File: config.mk
export PLATFORM = sky130hd
export DESIGN_NAME = tiny_tone_generator
export DESIGN_NICKNAME = d
export VERILOG_FILES = /design/src/rtl/tiny_tone_generator.sv
export SDC_FILE = /design/constraint.sdc
export NUM_CORES = 1
export LEC_CHECK = 0
export CAP_MARGIN = 20
export CORE_MARGIN = 3
export CORE_UTILIZATION = 40
export CTS_BUF_LIST = sky130_fd_sc_hd__clkbuf_8
export DETAILED_ROUTE_END_ITERATION = 10
export GPL_TIMING_DRIVEN = 0
export HOLD_SLACK_MARGIN = 0.08
export PLACE_DENSITY_LB_ADDON = 0.1
export SETUP_SLACK_MARGIN = 0.5
export SLEW_MARGIN = 20
export SYNTH_ARGS = -nofsm -noshare
export SYNTH_HDL_FRONTEND = slang
export SYNTH_SLANG_ARGS = --single-unit
File: constraint.sdc
create_clock -name clk -period 17.5 [get_ports clk]
set_input_delay 1.75 -clock clk [delete_from_list [all_inputs] [get_ports clk]]
set_output_delay 1.75 -clock clk [all_outputs]
set_load 0.02 [all_outputs]
File: src/rtl/tiny_tone_generator.sv
// tiny_tone_generator
//   Single-voice tone synthesizer with a 1-bit PWM audio output.
//   A write-only register file (8 x 5 bit) sets pitch, waveform, volume
//   and an ADSR envelope. The waveform sample is scaled by the envelope
//   and the volume into an 8-bit level that drives an 8-bit PWM.
//
// Ports
//   clk             system clock, rising edge
//   rst_n           asynchronous reset, ACTIVE-HIGH despite its name
//   ena             1 = run; 0 = freeze all state, drop writes, output 0
//   address_in      register address (3 bit)
//   write_strobe_in level-held write strobe; one write per rising edge
//   data_in         write data (5 bit)
//   signal_bit_out  registered PWM audio bit
//
// Register map
//   R0 period[4:0]   R1 period[9:5]   R2 [1:0] wave, [4] gate
//   R3 volume        R4 attack rate   R5 decay rate
//   R6 sustain level R7 release rate  (R3..R7 use bits [3:0])
module tiny_tone_generator #(
  parameter int PRESCALE     = 16,
  parameter int ENV_PRESCALE = 4096
) (
  input  logic       clk,
  input  logic       rst_n,
  input  logic       ena,
  input  logic [2:0] address_in,
  input  logic       write_strobe_in,
  input  logic [4:0] data_in,
  output logic       signal_bit_out
);

  localparam int PW = (PRESCALE > 1) ? $clog2(PRESCALE) : 1;
  localparam int EW = (ENV_PRESCALE > 1) ? $clog2(ENV_PRESCALE) : 1;
  localparam logic [PW-1:0] PRE_LAST     = PW'(PRESCALE - 1);
  localparam logic [EW-1:0] ENV_PRE_LAST = EW'(ENV_PRESCALE - 1);

  typedef enum logic [2:0] {
    S_IDLE,
    S_ATTACK,
    S_DECAY,
    S_SUSTAIN,
    S_RELEASE
  } env_state_t;

  // ---------------------------------------------------------------------
  // Register file and strobe edge detect
  // ---------------------------------------------------------------------
  logic [4:0] r_regs [8];
  logic       r_strb_d;
  logic       w_write;

  // The strobe history keeps tracking while frozen, so a strobe that is
  // already high when ena returns does not produce a write.
  assign w_write = ena && write_strobe_in && !r_strb_d;

  // NOTE: the register file is small and must read as zero after reset, so
  // every entry is cleared explicitly; it is flops, not a RAM macro.
  always_ff @(posedge clk or posedge rst_n) begin
    if (rst_n) begin
      r_strb_d <= 1'b0;
      for (int i = 0; i < 8; i++) r_regs[i] <= '0;
    end else begin
      // NOTE: non-blocking assignments for all state so every flop samples
      // the pre-edge values regardless of statement order.
      r_strb_d <= write_strobe_in;
      if (w_write) r_regs[address_in] <= data_in;
    end
  end

  logic [9:0] w_period;
  logic [1:0] w_wave;
  logic       w_gate;
  logic [3:0] w_volume, w_attack, w_decay, w_sustain, w_release;

  assign w_period  = {r_regs[1], r_regs[0]};
  assign w_wave    = r_regs[2][1:0];
  assign w_gate    = r_regs[2][4];
  assign w_volume  = r_regs[3][3:0];
  assign w_attack  = r_regs[4][3:0];
  assign w_decay   = r_regs[5][3:0];
  assign w_sustain = r_regs[6][3:0];
  assign w_release = r_regs[7][3:0];

  // ---------------------------------------------------------------------
  // Tone tick, pitch divider, step counter and noise LFSR
  // ---------------------------------------------------------------------
  logic [PW-1:0] r_pre;
  logic          w_tick;
  logic [9:0]    r_div;
  logic [3:0]    r_step;
  logic [14:0]   r_lfsr;
  logic          w_adv;

  assign w_tick = ena && (r_pre == PRE_LAST);
  // ">=" rather than "==" so that lowering the period below the current
  // count wraps on the next tick instead of running to 1023.
  assign w_adv  = w_tick && (r_div >= w_period);

  always_ff @(posedge clk or posedge rst_n) begin
    if (rst_n) begin
      r_pre  <= '0;
      r_div  <= '0;
      r_step <= '0;
      r_lfsr <= 15'h0001;
    end else if (ena) begin
      r_pre <= w_tick ? '0 : r_pre + 1'b1;
      if (w_tick) r_div <= w_adv ? '0 : r_div + 1'b1;
      if (w_adv) begin
        r_step <= r_step + 1'b1;
        r_lfsr <= {r_lfsr[13:0], r_lfsr[14] ^ r_lfsr[13]};
      end
    end
  end

  // ---------------------------------------------------------------------
  // ADSR envelope
  // ---------------------------------------------------------------------
  logic [EW-1:0] r_env_pre;
  logic          w_env_tick;
  env_state_t    r_state, w_state_next;
  logic [3:0]    r_env, w_env_next;
  logic [3:0]    r_rcnt, w_rcnt_next;
  logic          r_gate_d;
  logic          w_gate_rise;
  logic [3:0]    w_rate;
  logic          w_move;

  assign w_env_tick  = ena && (r_env_pre == ENV_PRE_LAST);
  assign w_gate_rise = w_gate && !r_gate_d;

  always_ff @(posedge clk or posedge rst_n) begin
    if (rst_n) begin
      r_env_pre <= '0;
      r_state   <= S_IDLE;
      r_env     <= '0;
      r_rcnt    <= '0;
      r_gate_d  <= 1'b0;
    end else if (ena) begin
      r_env_pre <= w_env_tick ? '0 : r_env_pre + 1'b1;
      r_state   <= w_state_next;
      r_env     <= w_env_next;
      r_rcnt    <= w_rcnt_next;
      r_gate_d  <= w_gate;
    end
  end

  // NOTE: every output of this block gets a default first, so no path
  // leaves a value unassigned and no latch is inferred.
  always_comb begin
    w_state_next = r_state;
    w_env_next   = r_env;
    w_rcnt_next  = r_rcnt;
    w_move       = 1'b0;

    unique case (r_state)
      S_ATTACK:  w_rate = w_attack;
      S_DECAY:   w_rate = w_decay;
      S_RELEASE: w_rate = w_release;
      default:   w_rate = 4'd0;
    endcase

    // Level moves once every (rate+1) envelope ticks.
    if (w_env_tick) begin
      if (r_rcnt >= w_rate) begin
        w_move      = 1'b1;
        w_rcnt_next = 4'd0;
      end else begin
        w_rcnt_next = r_rcnt + 1'b1;
      end
    end

    unique case (r_state)
      S_IDLE:
        if (w_gate_rise) w_state_next = S_ATTACK;
      S_ATTACK:
        if (!w_gate)              w_state_next = S_RELEASE;
        else if (r_env == 4'd15)  w_state_next = S_DECAY;
        else if (w_move)          w_env_next   = r_env + 1'b1;
      S_DECAY:
        if (!w_gate)                w_state_next = S_RELEASE;
        else if (r_env <= w_sustain) w_state_next = S_SUSTAIN;
        else if (w_move)            w_env_next   = r_env - 1'b1;
      S_SUSTAIN:
        if (!w_gate) w_state_next = S_RELEASE;
      S_RELEASE:
        if (w_gate_rise)         w_state_next = S_ATTACK;
        else if (r_env == 4'd0)  w_state_next = S_IDLE;
        else if (w_move)         w_env_next   = r_env - 1'b1;
      default:
        w_state_next = S_IDLE;
    endcase

    if (w_state_next != r_state) w_rcnt_next = 4'd0;
  end

  // ---------------------------------------------------------------------
  // Waveform, mixer and PWM
  // ---------------------------------------------------------------------
  logic [3:0]  w_sample;
  logic [7:0]  w_prod;
  logic [4:0]  w_vol_p1;
  logic [11:0] w_scaled;
  logic [7:0]  w_level;
  logic [7:0]  r_pwm_cnt;
  logic        r_out;

  always_comb begin
    unique case (w_wave)
      2'b00:   w_sample = r_step[3] ? 4'd15 : 4'd0;
      2'b01:   w_sample = r_step;
      2'b10:   w_sample = r_step[3] ? {~r_step[2:0], 1'b0} : {r_step[2:0], 1'b0};
      default: w_sample = r_lfsr[3:0];
    endcase
  end

  assign w_prod   = 8'(w_sample) * 8'(r_env);
  assign w_vol_p1 = {1'b0, w_volume} + 5'd1;
  // 225 * 16 = 3600 is the largest product, so 12 bits never overflow.
  assign w_scaled = 12'(w_prod) * 12'(w_vol_p1);
  assign w_level  = w_scaled[11:4];

  always_ff @(posedge clk or posedge rst_n) begin
    if (rst_n) begin
      r_pwm_cnt <= '0;
      r_out     <= 1'b0;
    end else if (ena) begin
      r_pwm_cnt <= r_pwm_cnt + 1'b1;
      r_out     <= (r_pwm_cnt < w_level);
    end else begin
      r_out     <= 1'b0;
    end
  end

  assign signal_bit_out = r_out;

  // Stored-but-ignored register bits and the discarded product fraction.
  logic w_unused;
  assign w_unused = ^{r_regs[2][3:2], r_regs[3][4], r_regs[4][4], r_regs[5][4],
                      r_regs[6][4], r_regs[7][4], w_scaled[3:0]};

endmodule

==> flow_metrics.tcl, run 1 <==
set metrics [dict create \
    outcome "finished clean" \
    endpoint_kind "flip-flop" \
    antenna_cells 0 \
    skew_ps 14.7 \
    cts_hold_buf 0 \
    drt_wl_total_um 13300 \
    synthCells 667 \
    yosys.area_share.adder_pct 17.7 \
    vias 4767 \
    crit_path_frequent_cell "fa_1" \
    maxSlewViolCount 0 \
    drt-initial-drc-count 188 \
    synth_xor_area_share_pct 6.23 \
    cap_violations 0 \
    relSlewSlack_pct 48.3 \
    grt_pass1_wl_um 23100 \
    drtPass1Iterations 4 \
    layout_min_cycle_time_ps 7280 \
    ant_nets 0 \
    synth.avg_cell_area_um2 10.3 \
    synthFlopType "dfrtp_1" \
    finalHoldViolCount 0 \
    crit_arrival_ps 7610 \
    cpMaxStageDelayCell "fa_1" \
    portBuffers 12 \
    yosysTopAreaCell "dfrtp_1" \
    final_nets 788 \
    worst_slew_pin_slew_ps 768 \
    grt_pass1_vias 4806 \
    power_leakage_nw 3.54 \
    final_cell_count_no_fill 916 \
    clock_latency_ps 390 \
    totalPowerFinal_mw 0.780 \
    rsz0062_at_grt "no" \
    p_seq_share_pct 40.5 \
    hold_class "reg -> reg" \
    period_share_pct 41.6 \
    row_count 47 \
    clock.fmax_mhz 137 \
    pwr-share-clk_pct 20.2 \
    swShare_pct 37.3 \
    dpl.hpwl_um 10100 \
    core_area_um2 16700 \
    worstPathMaxFanout 9 \
    antenna_found_initial 0 \
    cts.htree.levels 3 \
    max_stage_delay_ps 560 \
    grt_max_degree 57 \
    hold_slack_ps 479 \
    ys_ff_latch 100 \
    finalSetupTns_ps 0 \
    synth_commonest_cells "99 x dfrtp_1, 64 x ha_1, 58 x nor2_1" \
    p_comb_share_pct 39.3 \
    synthArstFlopShare_pct 100 \
    ys_seq_area_share_pct 36.4 \
    fin_ws_ps 10220 \
    cts_buffers 9 \
    routabilityCongestion 0.811 \
    synth_top_family_by_area "adder cells" \
    worstSetupPathType "reg -> reg" \
    viasPerCell 5.20 \
    ir_drop_v 0.0000406 \
    synth_compound_area_share_pct 8.78 \
    drc 0 \
    synth_cell_types 61 \
    clockBufferDepth 2 \
    yosys.area_share.simple_pct 16.7 \
    critical_path_required_ps 17820 \
    intPower_mw 0.489 \
    dieHeight_um 137 \
    dpl-instance-area_um2 7310 \
    netSwitchingPower_mw 0.291 \
    synth_area_leaders "dfrtp_1 36%, ha_1 12%, mux2_2 6.7%" \
    synth.most_common_cell "dfrtp_1" \
    cts_resized 0 \
    die_x_um 137 \
    dp_slack_ps 10240 \
    critPathLaunchType "flip-flop" \
    clk_pin_slew_worst_paths_ps 100 \
    setup_viol 0 \
    ys_warn_count 0 \
    synth_enable_flop_cells 0 \
    gr-total-overflow 0 \
    tritoncts_num_sinks 100 \
    syn2layout_area_growth_pct 9.32 \
    drive_gt1_share_pct 12.9 \
    yosysTopAreaCellShare_pct 36.0 \
    synthMuxAreaShare_pct 10.1 \
    filler_cell_count 1631 \
    syn_area_um2 6890 \
    postCtsSetupBuffers 0 \
    power_density_nw_per_um2 104 \
    post-route-util_pct 45.1 \
    initial_utilization_pct 41.2 \
    num_io_pins 13 \
    cts-root-buf "clkbuf_8" \
    cts_tree "yes" \
    post-place-cells 900 \
    grt_usage_pct 15.3 \
    die-area_um2 18800 \
    final_area_um2 7530 \
    syn_nets 764 \
    wl_per_cell_um 14.5 \
]
==> flip-flops by register name (all words and copies together) (netlist names) <==
| signal | flops |
|---|---|
| r_div | 10 |
| r_env | 4 |
| r_env_pre | 12 |
| r_gate_d | 1 |
| r_lfsr | 15 |
| r_pre | 4 |
| r_pwm_cnt | 8 |
| r_rcnt | 4 |
| r_regs | 33 |
| r_state | 3 |
| r_step | 4 |
| r_strb_d | 1 |
| signal_bit_out | 1 |
==> layer usage <==
| metal | global-route usage (%) | part of all wire [%] |
|---|---|---|
| met5 | 0 | 0 |
| met4 | 5.54 | 2.1 |
| met3 | 2.34 | 2.0 |
| met2 | 24.9 | 47 |
| met1 | 20.9 | 49 |
==> worst paths after layout <==
kind                                    start              to  slack, ps  depth (start not counted)
worst min register to register  r_env_pre[10]   r_env_pre[10]        480                          1
min in group asynchronous               rst_n       r_lfsr[8]       1770                          2
worst max-delay path               r_regs[25]  signal_bit_out      10220                         29
worst min-delay path            r_env_pre[10]   r_env_pre[10]        480                          1
worst max register to register     r_regs[25]  signal_bit_out      10220                         29
max in group asynchronous               rst_n       r_regs[1]      15080                          3
==> power groups by stage <==
stage	Sequential (mW)	Combinational, mW	Clock (mW)
2_1_floorplan	0.311	0.245	0
3_3_place_gp	0.319	0.296	0
3_5_place_dp	0.320	0.309	0
4_1_cts	0.316	0.312	0.165
5_1_grt	0.324	0.360	0.174
6_report	0.316	0.307	0.157
==> layout make-up <==
type,count,area [um2],share of cell area (%)
Multi-Input combinational cell,504,4110,54.6
Inverter,46,178,2.36
Sequential cell,100,2500,33.3
Clock buffer,10,138,1.83
Timing Repair Buffer,13,148,1.96
Tap cell,220,275,3.66
Buffer,17,108,1.43
Clock inverter,6,70.1,0.931
==> critical path: cells and delay by family (launching register included) <==
family	cells	cell delay (ps)
compound gates	8	1950
xor+xnor	1	170
fa+ha+maj	8	3570
buf+inv	4	350
flops	1	360
simple gates	8	840
==> placed cells by master, fill, tap and decap left out, types with 6 or more instances in the layout <==
master and count:
fa_1 21, mux2_4 10, a21o_1 9, clkdlybuf4s50_1 12, xor2_1 22, ha_1 64, nor2_1 58, clkbuf_8 10
a31oi_1 6, mux2_2 41, and2_1 18, dfrtp_1 99, xnor2_1 27, nand2_1 48, nand3_1 14, clkbuf_1 10
nor3_1 8, nand2b_1 9, nor2b_1 13, nor3b_1 8, a21oi_1 18, nand4_1 10, o21ai_0 23, inv_1 46
==> kinds of logic (layout without fill, tap and decap cells) <==
| logic type | count (synthesis) | count (layout) |
|---|---|---|
| simple gates | 221 | 221 |
| flops | 100 | 100 |
| compound gates | 90 | 90 |
| fa+ha+maj | 85 | 85 |
| buf+inv | 63 | 92 |
| mux | 59 | 59 |
| xor+xnor | 49 | 49 |
No activity file was read; power rests on OpenSTA's default activity.
==> run 2: changes to the inputs <==
==> constraint.sdc (replaced) <==
create_clock -name clk -period 6 [get_ports clk]
set_input_delay 0.6 -clock clk [delete_from_list [all_inputs] [get_ports clk]]
set_output_delay 0.6 -clock clk [all_outputs]
set_load 0.02 [all_outputs]
==> run 2 against run 1 <==
  * The flow now finishes with violations (setup timing)
  * Flip-flop and latch count is the same
  * Cell count grew 0.98%
  * Count of clock-buffer cells in the layout is the same
  * Core utilization grew 1.3 points
  * Register-to-register slack lost 11000 ps
  * Power grew to 3.0 times the previous value
  * Hold slack lost 5.3 ps
  * Largest cell class unchanged
  * Worst setup slack lost 11000 ps
  * Via count grew 1.3%
  * Critical path depth shrank 2
  * Sequential power grew to 2.9 times the previous value
  * First-iteration DRC count grew 6.9%
==> flow_metrics.tcl, run 2 (synthesis gave the netlist of run 1 again) <==
set metrics [dict create \
    m1WireLength_um 6550 \
    largest_reg_flops 33 \
    cap_violations 0 \
    wl_per_cell_um 14.6 \
    grt_usage_pct 15.5 \
    cts_buffers 9 \
    clk_pin_slew_worst_paths_ps 100 \
    period_share_pct 110 \
    setup_viol 1 \
    die_x_um 137 \
    drtPass1Iterations 4 \
    worstSetupPathType "reg -> reg" \
    crit_arrival_ps 6920 \
    tritoncts_num_sinks 100 \
    cts.htree.levels 3 \
    cts_hold_buf 0 \
    hold_class "reg -> reg" \
    routabilityCongestion 0.800 \
    finalSetupTns_ps -604 \
    initial_utilization_pct 41.2 \
    antenna_cells 0 \
    ant_nets 0 \
    viasPerCell 5.22 \
    fin_ws_ps -604 \
    antenna_found_initial 0 \
    critPathLaunchType "flip-flop" \
    cts_tree "yes" \
    grt_max_degree 73 \
    top_layer_used "met4" \
    drt-initial-drc-count 201 \
    final_cell_mix "98 x dfrtp_1, 62 x ha_1, 57 x nor2_1" \
    post-route-util_pct 46.3 \
    hold_end "r_env_pre[10]" \
    core_area_um2 16700 \
    drive_gt1_share_pct 18.2 \
    holdPathStages 1 \
    final_common_cell "dfrtp_1" \
    cp-startpoint "r_regs[26]" \
    registers.top_by_ff_count "r_regs" \
    r2r_cells 27 \
    clockBufferDepth 2 \
    portBuffers 12 \
    cts-root-buf "clkbuf_8" \
    grt_pass1_wl_um 23500 \
    r2r_slack_ps -600 \
    ir_drop_v 0.000168 \
    num_io_pins 13 \
    clock.fmax_mhz 151 \
    dpl.hpwl_um 10200 \
    rsz0062_at_grt "yes" \
    wl_met2_um 6560 \
    reg2reg_from "r_regs[26]" \
    critical_path_required_ps 6320 \
    min_from "r_env_pre[10]" \
    final_cell_count_no_fill 925 \
    cpMaxStageDelayCell "fa_2" \
    relSlewSlack_pct 28.4 \
    layout_min_cycle_time_ps 6600 \
    worstPathMaxFanout 5 \
    grt_pass1_vias 4930 \
    totalPowerFinal_mw 2.32 \
    drc 0 \
    skew_ps 11.7 \
    dpl-instance-area_um2 7420 \
    vias 4831 \
    maxSlewViolCount 0 \
    finalHoldViolCount 0 \
    die-area_um2 18800 \
    crit_path_frequent_cell "fa_1" \
    route.met3.wl_um 230 \
    outcome "finished with violations" \
    row_count 47 \
    final_nets 797 \
    post-place-cells 900 \
    drt_wl_total_um 13500 \
    worst_slew_pin_slew_ps 1060 \
    syn2layout_area_growth_pct 12.4 \
    dieHeight_um 137 \
    endpoint_kind "flip-flop" \
    final_area_um2 7740 \
    reg.largest.list "r_regs: 33 flops, r_lfsr: 15 flops, r_env_pre: 12 flops" \
    max_stage_delay_ps 590 \
    power_density_nw_per_um2 300 \
    gr-total-overflow 0 \
    violations "setup timing" \
    power_leakage_nw 3.60 \
    timing.rr.end "signal_bit_out" \
    clock_latency_ps 370 \
]
==> run 2: critical path, delay by kind of cell, from the launching register on <==
kind,cells,cell delay [ps]
mux,1,300
simple gates,8,940
flops,1,400
compound gates,5,920
fa+ha+maj,8,3530
buf+inv,4,300
xor+xnor,1,160
==> run 2: metrics by stage <==
step,hold slack (ps),setup WS (ps)
2_1_floorplan,439,-360
3_3_place_gp,457,-935
3_5_place_dp,458,-1030
4_1_cts,475,-648
5_1_grt,509,-958
6_report,474,-604
==> run 2: final cells by class <==
class / instances / area [um2]
clock inverter: 6 / 63.8
timing repair buffer: 22 / 213
fill: 1600 / 8960
multi-input combinational: 504 / 4250
buffer: 17 / 121
sequential: 100 / 2500
clock buffer: 10 / 138
inverter: 46 / 178
tap: 220 / 275
==> run 2: how the worst max path moves through the flow <==
stage                     end  slack, ps  depth (start not counted)
6_report       signal_bit_out       -600                         27
5_1_grt        signal_bit_out       -960                         27
4_1_cts        signal_bit_out       -650                         27
3_5_place_dp   signal_bit_out      -1030                         27
3_3_place_gp   signal_bit_out       -940                         27
2_1_floorplan  signal_bit_out       -360                         29
==> run 2: what timing repair did <==
action	CTS	global route
endpoints found under the setup margin	1	1
setup buffers	8	0
cloned	1	0
resized for setup	11	7
pin swaps	20	0
==> run 2: layer usage <==
| metal | up-vias | GRT usage, % |
|---|---|---|
| li1 | 2393 | - |
| met1 | 2379 | 20.9 |
| met2 | 45 | 26.0 |
| met3 | 14 | 1.79 |
| met4 | 0 | 5.16 |
| met5 | - | 0 |
==> run 2: power breakdown <==
| part | switching, mW | internal (mW) |
|---|---|---|
| registers | 0.122 | 0.803 |
| clock network | 0.236 | 0.204 |
| logic | 0.504 | 0.455 |
